--- src/rtl/if_stage_pkg.sv ---
// +------------------------------------------------------------------+
// | Module : if_stage_pkg                                            |
// | Brief  : shared constants and types for the instruction fetch    |
// |          stage (reset vector, NOP, FSM encodings, buffer entry).  |
// | Rev    : 1.0  initial release                                    |
// +------------------------------------------------------------------+
`default_nettype none

package if_stage_pkg;

    localparam logic [31:0] c_RESET_VEC  = 32'h0000_0000;
    localparam logic [31:0] c_NOP        = 32'h0000_0000;
    localparam logic [1:0]  c_IBUF_DEPTH = 2'd2;

    localparam logic [1:0]  c_ST_IDLE    = 2'd0;
    localparam logic [1:0]  c_ST_WAIT    = 2'd1;
    localparam logic [1:0]  c_ST_DROP    = 2'd2;

    typedef struct packed {
        logic [31:0] pc;
        logic [31:0] inst;
    } ibuf_entry_t;

endpackage

`default_nettype wire

--- src/rtl/if_ibuf.sv ---
// +------------------------------------------------------------------+
// | Module : if_ibuf                                                 |
// | Brief  : 2-entry fetch buffer FIFO with push/pop/flush and count. |
// | Rev    : 1.0  initial release                                    |
// +------------------------------------------------------------------+
`default_nettype none

module if_ibuf
    import if_stage_pkg::*;
(
    input  logic        clk,
    input  logic        rst,
    input  logic        i_push,
    input  ibuf_entry_t i_entry,
    input  logic        i_pop,
    input  logic        i_flush,
    output ibuf_entry_t o_head,
    output logic [1:0]  o_count
);

    ibuf_entry_t r_mem [2];
    logic        r_rd_ptr;
    logic        r_wr_ptr;
    logic [1:0]  r_count;
    logic        w_do_push;
    logic        w_do_pop;

    // A push into a full buffer is only legal when the head leaves in the same cycle
    assign w_do_pop  = i_pop && (r_count != 2'd0);
    assign w_do_push = i_push && ((r_count != c_IBUF_DEPTH) || w_do_pop);

    always_ff @(posedge clk or posedge rst) begin
        if (rst) begin
            r_rd_ptr <= 1'b0;
            r_wr_ptr <= 1'b0;
            r_count  <= 2'd0;
        end else if (i_flush) begin
            r_rd_ptr <= 1'b0;
            r_wr_ptr <= 1'b0;
            r_count  <= 2'd0;
        end else begin
            if (w_do_push) r_wr_ptr <= ~r_wr_ptr;
            if (w_do_pop)  r_rd_ptr <= ~r_rd_ptr;
            case ({w_do_push, w_do_pop})
                2'b10:   r_count <= r_count + 2'd1;
                2'b01:   r_count <= r_count - 2'd1;
                default: r_count <= r_count;
            endcase
        end
    end

    always_ff @(posedge clk or posedge rst) begin
        if (rst) begin
            r_mem[0] <= '0;
            r_mem[1] <= '0;
        end else if (w_do_push && !i_flush) begin
            r_mem[r_wr_ptr] <= i_entry;
        end
    end

    assign o_head  = r_mem[r_rd_ptr];
    assign o_count = r_count;

endmodule

`default_nettype wire

--- src/rtl/if_stage.sv ---
// +------------------------------------------------------------------+
// | Module : if_stage                                                |
// | Brief  : instruction fetch stage, one outstanding memory request, |
// |          2-entry buffer, redirect with in-flight response drop.   |
// |          Optional IF_ALIGN_EXC_EN: trap misaligned redirects.     |
// | Rev    : 1.0  initial release                                    |
// +------------------------------------------------------------------+
`default_nettype none

module if_stage
    import if_stage_pkg::*;
(
    input  logic        clk,
    input  logic        rst,
    input  logic        jump_reg_i,
    input  logic [31:0] jump_addr_i,
    input  logic        id_ready_i,
    output logic [31:0] pc_o,
    output logic [31:0] inst_o,
    output logic        valid_o,
    output logic        imem_req_o,
    output logic [31:0] imem_addr_o,
    input  logic        imem_ack_i,
    input  logic [31:0] imem_rdata_i,
    output logic        align_err_o
);

    logic [1:0]  r_state;
    logic [1:0]  w_state_nxt;
    logic [31:0] r_fetch_pc;
    logic [31:0] r_drop_addr;
    logic [31:0] w_target;
    logic        w_halt;
    logic        w_issue;
    logic        w_accept;
    logic        w_push;
    logic        w_pop;
    logic        w_valid;
    logic [1:0]  w_count;
    ibuf_entry_t w_head;
    ibuf_entry_t w_entry;

`ifdef IF_ALIGN_EXC_EN
    logic r_align_err;

    assign w_target = jump_addr_i;

    always_ff @(posedge clk or posedge rst) begin
        if (rst)
            r_align_err <= 1'b0;
        else if (jump_reg_i && (jump_addr_i[1:0] != 2'b00))
            r_align_err <= 1'b1;
    end

    assign w_halt      = r_align_err;
    assign align_err_o = r_align_err;
`else
    assign w_target    = jump_addr_i & 32'hFFFF_FFFC;
    assign w_halt      = 1'b0;
    assign align_err_o = 1'b0;
`endif

    // The IDLE cycle that issues a request also accepts a same-cycle (zero-wait) ack
    assign w_issue  = (r_state == c_ST_IDLE) && (w_count < c_IBUF_DEPTH) && !w_halt;
    assign w_accept = imem_ack_i && (w_issue || (r_state == c_ST_WAIT));
    assign w_push   = w_accept && !jump_reg_i;
    assign w_valid  = (w_count != 2'd0);
    assign w_pop    = w_valid && id_ready_i && !jump_reg_i;
    assign w_entry  = '{pc: r_fetch_pc, inst: imem_rdata_i};

    if_ibuf u_ibuf (
        .clk     (clk),
        .rst     (rst),
        .i_push  (w_push),
        .i_entry (w_entry),
        .i_pop   (w_pop),
        .i_flush (jump_reg_i),
        .o_head  (w_head),
        .o_count (w_count)
    );

    always_ff @(posedge clk or posedge rst) begin
        if (rst)
            r_state <= c_ST_IDLE;
        else
            r_state <= w_state_nxt;
    end

    always_comb begin
        w_state_nxt = r_state;
        case (r_state)
            c_ST_IDLE: begin
                if (w_issue && !imem_ack_i)
                    w_state_nxt = jump_reg_i ? c_ST_DROP : c_ST_WAIT;
            end
            c_ST_WAIT: begin
                if (imem_ack_i)
                    w_state_nxt = c_ST_IDLE;
                else if (jump_reg_i)
                    w_state_nxt = c_ST_DROP;
            end
            c_ST_DROP: begin
                if (imem_ack_i)
                    w_state_nxt = c_ST_IDLE;
            end
            default: w_state_nxt = c_ST_IDLE;
        endcase
    end

    // r_drop_addr freezes on DROP entry so the abandoned request stays stable
    always_ff @(posedge clk or posedge rst) begin
        if (rst) begin
            r_fetch_pc  <= c_RESET_VEC;
            r_drop_addr <= c_RESET_VEC;
        end else begin
            if (jump_reg_i)
                r_fetch_pc <= w_target;
            else if (w_push)
                r_fetch_pc <= r_fetch_pc + 32'd4;
            if (r_state != c_ST_DROP)
                r_drop_addr <= r_fetch_pc;
        end
    end

    always_comb begin
        imem_req_o  = !rst && (w_issue || (r_state != c_ST_IDLE));
        imem_addr_o = (r_state == c_ST_DROP) ? r_drop_addr : r_fetch_pc;
        valid_o     = w_valid;
        pc_o        = w_valid ? w_head.pc   : r_fetch_pc;
        inst_o      = w_valid ? w_head.inst : c_NOP;
    end

endmodule

`default_nettype wire
--- config.mk ---
export PLATFORM = sky130hd
export DESIGN_NAME = if_stage
export DESIGN_NICKNAME = d
export VERILOG_FILES = /design/src/rtl/if_stage_pkg.sv /design/src/rtl/if_ibuf.sv /design/src/rtl/if_stage.sv
export SDC_FILE = /design/constraint.sdc
export NUM_CORES = 1
export LEC_CHECK = 0
export CAP_MARGIN = 10
export CORE_MARGIN = 10
export CORE_UTILIZATION = 53
export DETAILED_ROUTE_END_ITERATION = 7
export PLACE_DENSITY = 0.8
export SYNTH_ARGS = -nofsm -noshare
export SYNTH_HDL_FRONTEND = slang
export SYNTH_SLANG_ARGS = --single-unit
--- constraint.sdc ---
create_clock -name clk -period 8.2 [get_ports clk]
set_input_delay 1.64 -clock clk [delete_from_list [all_inputs] [get_ports clk]]
set_output_delay 1.64 -clock clk [all_outputs]
set_load 0.05 [all_outputs]
Yosys cells after proc, flatten, opt, wreduce, memory -nomap -nowiden --
Index checks and enable logic that the tools add are counted.
Word-level totals: flip-flop bits (word level) 198, bits of input ports 69, output and inout bits 99
Operators by class: $add $sub $neg 3, magnitude comparators 4, equal/unequal tests 9, multiplexer cells 23, bitwise gates (word level) 4, reductions and logical operators 25
Operators with widths (number):
- $mux W64 | 4
- $mux W32 | 5
- $bwmux W128 | 1
- $demux W64 S1 | 1
- $add A32 B3 Y32 const B | 1
- $mux W2 | 6
- $logic_and A1 B1 Y1 | 11
- $reduce_bool A2 Y1 | 5
- $ne A2 B2 Y1 const B | 3
- $pmux W2 S3 | 1
- $eq A2 B1 Y1 const B | 2
- $eq A2 B2 Y1 const B | 2
- $ge A2 B2 Y1 const B | 2
- $mux W1 | 4
- $not A1 Y2 | 2
- $pmux W2 S2 | 1
- $logic_not A1 Y1 | 3
- $logic_or A1 B1 Y1 | 3
- $ne A3 B3 Y1 const B | 1
- $reduce_and A3 Y1 | 1
- $reduce_bool A3 Y1 | 1
- $add A2 B1 Y2 const B | 1
- $logic_not A2 Y1 | 1
- $lt A2 B1 Y1 const B | 1
- other kinds (4) | 5

Depth between registers and ports, before layout --
Gate-level depths: netlist of the first run.
depth in word-level cells 9, mapped depth 7, depth with buffers taken out 5

By module --
Synthesis of the first run repeated with hierarchy kept, for this count alone.
Second synthesis, totals: cell total of the unflattened synthesis 721, area, all modules 9441.6 sq um
By module, submodules not included:
- if_ibuf | instances 1, cells an instance 366, area an instance 5914.4 sq um
- if_stage | instances 1, cells an instance 355, area an instance 3527.1 sq um

Least setup slack after synthesis of the first run --
No wires, ideal clock.
path type register -> output, start point reg u_ibuf.r_rd_ptr, end point out pc_o[10], arrival time 2.309 ns, data required time 6.560 ns, setup slack 4.251 ns, stages on the path, launching flop included 5, path through dfrtp_1 clkbuf_1 buf_1 mux2i_1 o21ai_0
On the way: cells in the longest elaborated chain, start to end 5
RTL lines:
- start, declared | RTL line if_ibuf.sv:22 | logic r_rd_ptr;
- start signal, assigned | RTL line if_ibuf.sv:43 | if (w_do_pop) r_rd_ptr <= ~r_rd_ptr;
- $not A1 Y2 (not written as such) | RTL line if_ibuf.sv:61 | assign o_head = r_mem[r_rd_ptr];
- $mux W64 (not written as such) (3 in a row) | RTL line if_ibuf.sv:61
- $mux W32 | RTL line if_stage.sv:129 | pc_o = w_valid ? w_head.pc : r_fetch_pc;
- end, declared | RTL line if_stage.sv:18 | output logic [31:0] pc_o,
No other way between the ends. The select of a mux whose other input is x is not followed.

Worst setup path in the final report of the first run --
start point reg u_ibuf.r_count[1] (netlist: u_ibuf.o_count[1]), end point out pc_o[2]
On the way: cells in the longest elaborated chain, start to end 2
RTL lines:
- start, declared | RTL line if_ibuf.sv:24 | logic [1:0] r_count;
- start signal, assigned | RTL line if_ibuf.sv:45 | 2'b10: r_count <= r_count + 2'd1;
- start signal, assigned | RTL line if_ibuf.sv:46 | 2'b01: r_count <= r_count - 2'd1;
- start signal, assigned | RTL line if_ibuf.sv:47 | default: r_count <= r_count;
- $reduce_bool A2 Y1 | RTL line if_stage.sv:67 | assign w_valid = (w_count != 2'd0);
- $mux W32 | RTL line if_stage.sv:129
No other way between the ends.

==> flow_summary.yaml, run 1 <==
yosys:
  synthMuxAreaShare: 0.254
  ys_ff_latch: 190
  synth_xor_area_frac: 0.00569
  synth_compound_gate_area_share: 0.0610
  yosysUniqueCellTypes: 51
  synth-simple-area-share: 0.125
  synth_warnings: 0
  synth_top_family_by_area: "multiplexers"
  syn_area_sq_mm: 0.00923
  yosysSeqAreaShare: 0.515
  synthCells: 805
  synthAdderAreaFrac: 0.00136
  syn_avg_cell_area_sq_um: 11.5
clock_tree:
  cts.reportedPaths.clkPinSlew_ns: 0.07
  cts_tree: "done"
  cts_made_buffers: 17
  cts_num_sinks: 190
  ctsHoldBuffers: 0
  cts-root-buf: "clkbuf_16"
  h-tree-depth: 4
  insertion_delay_ns: 0.43
  cts_resized: 0
  post_cts_buffers: 0
  max-clock-path-buffers: 2
layout:
  finish.utilization: 0.671
  ff_latch_area_sq_mm: 0.00476
  multiInputGateArea_sq_mm: 0.00417
  n_fill_cell: 1345
  insertedDiodeCount: 0
  area.growth.synth_to_final_pct: 24.8
  nets: 994
  final_common_cell: "dfrtp_1"
  layout_common_cells: "dfrtp_1, clkdlybuf4s50_1, mux2_2, mux2i_1, nand2_1"
  drive_above_1_share: 0.220
timing:
  timing.slew.headroom: 0.275
  tns_ns: 0
  setup_viol: 0
  min_period_ns: 4.97
  worstMarginPinSlew_ns: 1.08
  finalCritPeriodShare: 0.606
  finalMaxSlewViolations: 0
  clock_skew_ns: 0.00987
  hold_viol: 0
  fmax_mhz: 201
  rsz0062_at_grt: "no"
grt:
  grt_start_max_net_pins: 123
  grt.total_usage: 0.188
  overflow: 0
  antenna_found_initial: 0
  grt_first_pass_wirelength_um: 36300
  grt_pass1_vias: 6697
drt:
  wl_per_cell_um: 19.0
  dr.pass1.iters: 7
  avgViaCountPerCell: 5.67
  num_vias: 6592
  drc: 0
  finalWirelength_um: 22100
  drt-initial-drc-count: 477
  postRouteAntennaNets: 0
die:
  die_area_sq_mm: 0.0231
  initial_core_util: 0.538
  die_h_um: 152
  pin_count: 168
  die_w_um: 152
  num_rows: 48
  core_area_sq_mm: 0.0172
critical_path:
  start_kind: "flip-flop"
  cp.required_ns: 6.56
  crit_fanout: 52
  arrival_ns: 3.33
  worst-setup-path-type: "reg -> out"
  critPathCaptureType: "output pin"
place:
  place.gp.congestion: 0.777
  dp_hpwl_um: 14600
  io_buffers: 160
min_path:
  hold_path_class: "reg -> reg"
power_and_ir_drop:
  ir_worst_vdd_v: 0.000161
  powerDensity_mw_per_mm2: 281
  power.static_leakage_nw: 4.58
job:
  cap_violations: 0
outcome:
  status: "complete, no violations"
==> cell usage after synthesis, drive strengths merged <==
master  number  area (sq um)
buf         35           183
nand4       20           131
o211ai       6          45.0
nor2b       19           119
nor4b        4          35.0
nor3b        3          22.5
or4          6          45.0
a31oi        1          6.26
or4b         3          30.0
o311ai       2          17.5
nand3       34           170
and2b        1          10.0
or3          2          17.5
or2          1          6.26
nor4         4          40.0
inv          6          22.5
dfrtp      190          4750
nand2b       2          20.0
a21boi       1          7.51
a311o        2          20.0
o21ai       45           225
ha           1          12.5
mux2       152          1710
a211o        2          17.5
and2         2          12.5
mux2i       63           631
o221ai       1          8.76
a211oi       2          15.0
xor2         3          26.3
a22oi       13          97.6
xnor2        3          26.3
nor3         9          45.0
o211a        1          10.0
nor2        50           188
a21oi        5          25.0
and3         3          18.8
and4         3          27.5
clkbuf      37           143
o31ai        9          67.6
conb         1          3.75
nand2       58           218
==> final cells by class <==
type,count,share of cell area
flip-flops and latches,190,0.413
multi-input cells,541,0.362
repair buffers,168,0.144
clock buffers,19,0.0384
well taps,225,0.0244
clock inverters,13,0.0162
inverters,6,0.00261
==> cell families after synthesis <==
kind of cell             count (synthesis)
AND/OR/NAND/NOR                        224
multiplexers                           215
flip-flops                             190
AO/OA/AOI/OAI                           90
buffers and inverters                   78
XOR/XNOR                                 6
adder cells (fa/ha/maj)                  1
other                                    1
==> through the flow <==
stage	worst slack, ns	total power (W)	hold slack (ns)	instances	area (sq um)
finish	3.23	0.00323	0.494	1162	11500
global route	3.00	0.00340	0.513	1162	11500
CTS	3.16	0.00325	0.499	1162	11500
detailed placement	3.46	0.00237	0.481	1130	10900
global placement	3.46	0.00233	0.477	1130	10900
floorplan	1.39	0.00207	0.480	809	9250
==> worst max-delay path: stages (launching register included) <==
cell	delay (ns)
dfrtp_1	0.47
nor2_4	0.75
buf_4	0.59
nand2_1	0.09
o21ai_0	0.13
clkdlybuf4s50_1	0.86
==> path summary, 6_finish.rpt <==
path                                          to  slack [ns]              start  cells past startpoint
worst max-delay path                     pc_o[2]        3.23  u_ibuf.o_count[1]                      5
worst min-delay path             r_drop_addr[16]        0.49    r_drop_addr[16]                      1
worst max register to register  u_ibuf.r_mem[59]        5.52         r_state[1]                      5
worst min register to register   r_drop_addr[16]        0.49    r_drop_addr[16]                      1
max in group asynchronous        u_ibuf.r_rd_ptr        4.90                rst                      3
min in group asynchronous       u_ibuf.r_mem[36]        1.81                rst                      2
==> power by group <==
part	total [W]	internal (W)	switching [W]
logic	0.000969	0.000439	0.000530
registers	0.00138	0.00121	0.000172
clock network	0.000883	0.000522	0.000361
==> state kept, by name, indices dropped and copies added (netlist names) <==
name,cells
u_ibuf.r_mem,124
r_drop_addr,30
r_fetch_pc,30
r_state,2
u_ibuf.o_count,2
u_ibuf.r_rd_ptr,1
u_ibuf.r_wr_ptr,1
==> per-layer routing <==
layer / up-vias / routed length [um] / share of wire / track usage
li1: 3108 / - / - / -
met1: 3278 / 9920 / 0.45 / 0.242
met2: 185 / 10700 / 0.48 / 0.309
met3: 21 / 1180 / 0.053 / 0.0440
met4: 0 / 315 / 0.014 / 0.0555
met5: - / 0 / 0 / 0
Power figures use the tool's default switching activity.
==> run 2, diff against run 1 <==
clock period = 4.9 ns   (was 8.2 ns; I/O delays follow)
==> flow_summary.yaml, run 2 (synthesis gave the netlist of run 1 again) <==
die:
  die_h_um: 152
  num_rows: 48
  die_area_sq_mm: 0.0231
  pin_count: 168
  core_area_sq_mm: 0.0172
  die_w_um: 152
  initial_core_util: 0.538
critical_path:
  start_kind: "flip-flop"
  crit_fanout: 33
  worst-setup-path-type: "reg -> out"
  worstReg2RegEnd: "u_ibuf.r_mem[30]"
  r2r_cells: 5
  reg2reg_from: "r_state[1]"
  critPathBufInv: 1
  critPathCaptureType: "output pin"
  worst_path_largest_cell_delay_ns: 0.88
  arrival_ns: 2.91
  regToRegSetupSlack_ns: 2.57
  cp.required_ns: 3.92
  crit_family: "simple AND/OR/NAND/NOR gates"
  slowest_stage: "nor2b_4"
  path_cells: "nor2b_4 > mux2_2 > clkdlybuf4s50_1"
power_and_ir_drop:
  p_int_w: 0.00348
  swShare: 0.344
  clkPwrFrac: 0.258
  p_comb_frac: 0.308
  power.static_leakage_nw: 4.58
  powerDensity_mw_per_mm2: 459
  ir_worst_vdd_v: 0.000281
  power.switching_w: 0.00182
  p_seq_frac: 0.434
layout:
  regMostFlops: "u_ibuf.r_mem"
  final_common_cell: "dfrtp_1"
  largest_register_ffs: 124
  nets: 1000
  top_regs: "u_ibuf.r_mem x124, r_drop_addr x30, r_fetch_pc x30"
  drive_above_1_share: 0.226
  layout_common_cells: "dfrtp_1, clkdlybuf4s50_1, mux2_2, mux2i_1, nand2_1"
  insertedDiodeCount: 0
  area.growth.synth_to_final_pct: 25.2
  final_area_sq_mm: 0.0116
timing:
  tns_ns: 0
  rsz0062_at_grt: "no"
  fmax_mhz: 257
  finalCritPeriodShare: 0.794
  finalMaxSlewViolations: 0
  clock_skew_ns: 0.0138
  worst_slack_ns: 1.01
  hold_viol: 0
  worstMarginPinSlew_ns: 1.03
  whs_ns: 0.496
  setup_viol: 0
  min_period_ns: 3.89
  timing.slew.headroom: 0.308
min_path:
  hold_path_class: "reg -> reg"
  hold_depth: 1
  hold_path_end: "r_drop_addr[14]"
  holdCritStartpoint: "r_drop_addr[14]"
grt:
  grt_start_max_net_pins: 82
  grt.total_usage: 0.189
  grt_first_pass_wirelength_um: 36400
  antenna_found_initial: 0
  grt_pass1_vias: 6624
  overflow: 0
drt:
  postRouteAntennaNets: 0
  avgViaCountPerCell: 5.74
  drc: 0
  drt-initial-drc-count: 556
  num_vias: 6708
  finalWirelength_um: 22200
  wl_per_cell_um: 19.0
  dr.pass1.iters: 5
clock_tree:
  cts_tree: "done"
  max-clock-path-buffers: 2
  h-tree-depth: 4
  cts.reportedPaths.clkPinSlew_ns: 0.07
  cts_made_buffers: 17
  ctsHoldBuffers: 0
  cts_resized: 0
  post_cts_buffers: 0
  cts_num_sinks: 190
  cts-root-buf: "clkbuf_16"
  insertion_delay_ns: 0.43
outcome:
  status: "complete, no violations"
place:
  place.gp.congestion: 0.810
  dp_hpwl_um: 14900
  pre_cts_ws_ns: 1.42
  io_buffers: 160
  post_dp_cell_area_sq_mm: 0.0110
job:
  cap_violations: 0
## run 2: final cells by class
class | count | area, sq um
clock inverter | 15 | 153
clock buffer | 17 | 425
fill | 1338 | 5610
inverter | 6 | 26.3
tap | 225 | 282
multi-input combinational | 541 | 4170
timing repair buffer | 174 | 1750
sequential | 190 | 4760
## run 2: through the flow
stage / total power (W) / std cells / util
floorplan: 0.00347 / 809 / -
global placement: 0.00392 / 1135 / 0.638
detailed placement: 0.00398 / 1135 / 0.638
CTS: 0.00535 / 1167 / 0.672
global route: 0.00559 / 1168 / 0.673
finish: 0.00531 / 1168 / 0.673
## run 2: worst max-delay path by stage
stage               slack [ns]              end       start  cells after the start
floorplan                 1.47  r_drop_addr[10]         rst                      1
global placement          1.45  imem_addr_o[22]  r_state[1]                      3
detailed placement        1.42  imem_addr_o[22]  r_state[1]                      3
CTS                       0.95  imem_addr_o[22]  r_state[1]                      3
global route              0.84  imem_addr_o[23]  r_state[1]                      4
finish                    1.01  imem_addr_o[22]  r_state[1]                      3
## run 2: per-layer routing
layer / share of wire / track usage / vias to the layer above
li1: - / - / 3118
met1: 0.45 / 0.250 / 3362
met2: 0.48 / 0.303 / 209
met3: 0.059 / 0.0508 / 19
met4: 0.010 / 0.0445 / 0
met5: 0 / 0 / -
## run 2: worst reg2reg max path, cell delays in order, from the launching register on
cell,delay [ns]
dfrtp_1,0.44
nand2b_4,0.20
a21oi_1,0.23
and3_2,0.65
buf_4,0.34
mux2_2,0.37
## run 2: power groups by stage
stage,Clock [W],Combinational [W],Sequential (W)
after floorplan,0,0.00126,0.00222
after global placement,0,0.00161,0.00231
after detailed placement,0,0.00165,0.00233
after CTS,0.00139,0.00165,0.00230
after global routing,0.00147,0.00175,0.00237
final,0.00137,0.00164,0.00230
==> run 3, diff against run 2 <==
CORE_UTILIZATION = 48   (was 53)
PLACE_DENSITY = 0.76   (was 0.8)
clock period = 3.49 ns   (was 4.9 ns; I/O delays follow)
==> flow_summary.yaml, run 3 (synthesis gave the netlist of run 1 again) <==
clock_tree:
  cts_num_sinks: 190
  h-tree-depth: 4
  cts_made_buffers: 17
  cts_tree: "done"
  cts_resized: 0
  ctsHoldBuffers: 0
  insertion_delay_ns: 0.43
  cts.reportedPaths.clkPinSlew_ns: 0.06
  max-clock-path-buffers: 2
  post_cts_buffers: 0
  cts-root-buf: "clkbuf_16"
layout:
  insertedDiodeCount: 0
  nets: 1010
  layout_common_cells: "dfrtp_1, mux2_2, clkdlybuf4s50_1, mux2i_1, nand2_1"
  largest_register_ffs: 124
  area.growth.synth_to_final_pct: 25.7
  top_regs: "u_ibuf.r_mem x124, r_drop_addr x30, r_fetch_pc x30"
  regMostFlops: "u_ibuf.r_mem"
  fin_cells: 1209
  drive_above_1_share: 0.252
  final_common_cell: "dfrtp_1"
place:
  place.gp.congestion: 0.792
  io_buffers: 160
  dp.cells: 1181
  pre_cts_ws_ns: 0.558
  dp_hpwl_um: 15600
timing:
  worstMarginPinSlew_ns: 0.834
  fmax_mhz: 298
  setup_viol: 0
  clock_skew_ns: 0.0121
  finalMaxSlewViolations: 0
  finalCritPeriodShare: 0.961
  timing.slew.headroom: 0.444
  min_period_ns: 3.36
  tns_ns: 0
  rsz0062_at_grt: "no"
  hold_viol: 0
  worst_slack_ns: 0.135
drt:
  avgViaCountPerCell: 5.56
  postRouteAntennaNets: 0
  num_vias: 6717
  drc: 0
  wl_per_cell_um: 19.0
  drt-initial-drc-count: 490
  finalWirelength_um: 23000
  dr.pass1.iters: 7
die:
  die_w_um: 159
  num_rows: 50
  pin_count: 168
  core_area_sq_mm: 0.0188
  die_area_sq_mm: 0.0252
  die_h_um: 159
  initial_core_util: 0.490
critical_path:
  crit_fanout: 37
  crit_path_start: "u_ibuf.r_rd_ptr"
  arrival_ns: 2.66
  critPathCaptureType: "output pin"
  worst-setup-path-type: "reg -> out"
  reg2reg_from: "r_state[1]"
  start_kind: "flip-flop"
  cp.required_ns: 2.79
power_and_ir_drop:
  p_seq_frac: 0.439
  swShare: 0.332
  powerDensity_mw_per_mm2: 636
  finalPower_w: 0.00738
  p_comb_frac: 0.312
  power.switching_w: 0.00245
  power.static_leakage_nw: 4.65
  clkPwrFrac: 0.249
  p_int_w: 0.00493
  ir_worst_vdd_v: 0.000367
min_path:
  holdCritStartpoint: "r_drop_addr[14]"
  hold_path_class: "reg -> reg"
job:
  cap_violations: 0
grt:
  grt.total_usage: 0.182
  overflow: 0
  grt_first_pass_wirelength_um: 36100
  grt_pass1_vias: 6641
  grt_start_max_net_pins: 70
  antenna_found_initial: 0
outcome:
  status: "complete, no violations"
[run 3: power by group through the flow]
stage,clock (W),sequential [W],combinational (W)
2_1_floorplan,0,0.00311,0.00176
6_report,0.00184,0.00324,0.00230
3_3_place_gp,0,0.00324,0.00228
3_5_place_dp,0,0.00327,0.00232
4_1_cts,0.00187,0.00324,0.00233
5_1_grt,0.00197,0.00332,0.00247
[run 3: layer usage]
metal / wire length [um] / part of all wire / vias up / global-route usage
li1: - / - / 3133 / -
met1: 10200 / 0.45 / 3361 / 0.241
met2: 11100 / 0.48 / 204 / 0.293
met3: 1380 / 0.060 / 19 / 0.0421
met4: 244 / 0.011 / 0 / 0.0459
met5: 0 / 0 / - / 0
[run 3: worst paths after layout]
path	cells after the start	endpoint	slack (ns)
max in group asynchronous	3	u_ibuf.r_mem[62]	2.07
hold reg to reg	1	r_drop_addr[14]	0.49
setup / recovery	4	inst_o[13]	0.13
hold / removal	1	r_drop_addr[14]	0.49
setup reg to reg	5	u_ibuf.r_mem[123]	1.41
min in group asynchronous	2	u_ibuf.r_mem[35]	0.70
[run 3: critical path, stage by stage (launching register included)]
cell and delay [ns]:
dfrtp_4 0.88, buf_4 0.31, mux2i_1 0.09, nor2_1 0.12, clkdlybuf4s50_1 0.82
[run 3: area by class of cell]
cell class | count | area (sq um)
fillers | 1510 | 7220
well taps | 260 | 325
flip-flops and latches | 190 | 4760
inverters | 6 | 26.3
repair buffers | 184 | 1780
clock inverters | 5 | 60.1
clock buffers | 23 | 488
multi-input cells | 541 | 4170
[run 3: through the flow]
stage                util  area, sq um  hold WS [ns]
floorplan               -         9250         0.480
global placement    0.587        11100         0.476
detailed placement  0.587        11100         0.481
CTS                 0.616        11600         0.496
global route        0.616        11600         0.506
finish              0.616        11600         0.493
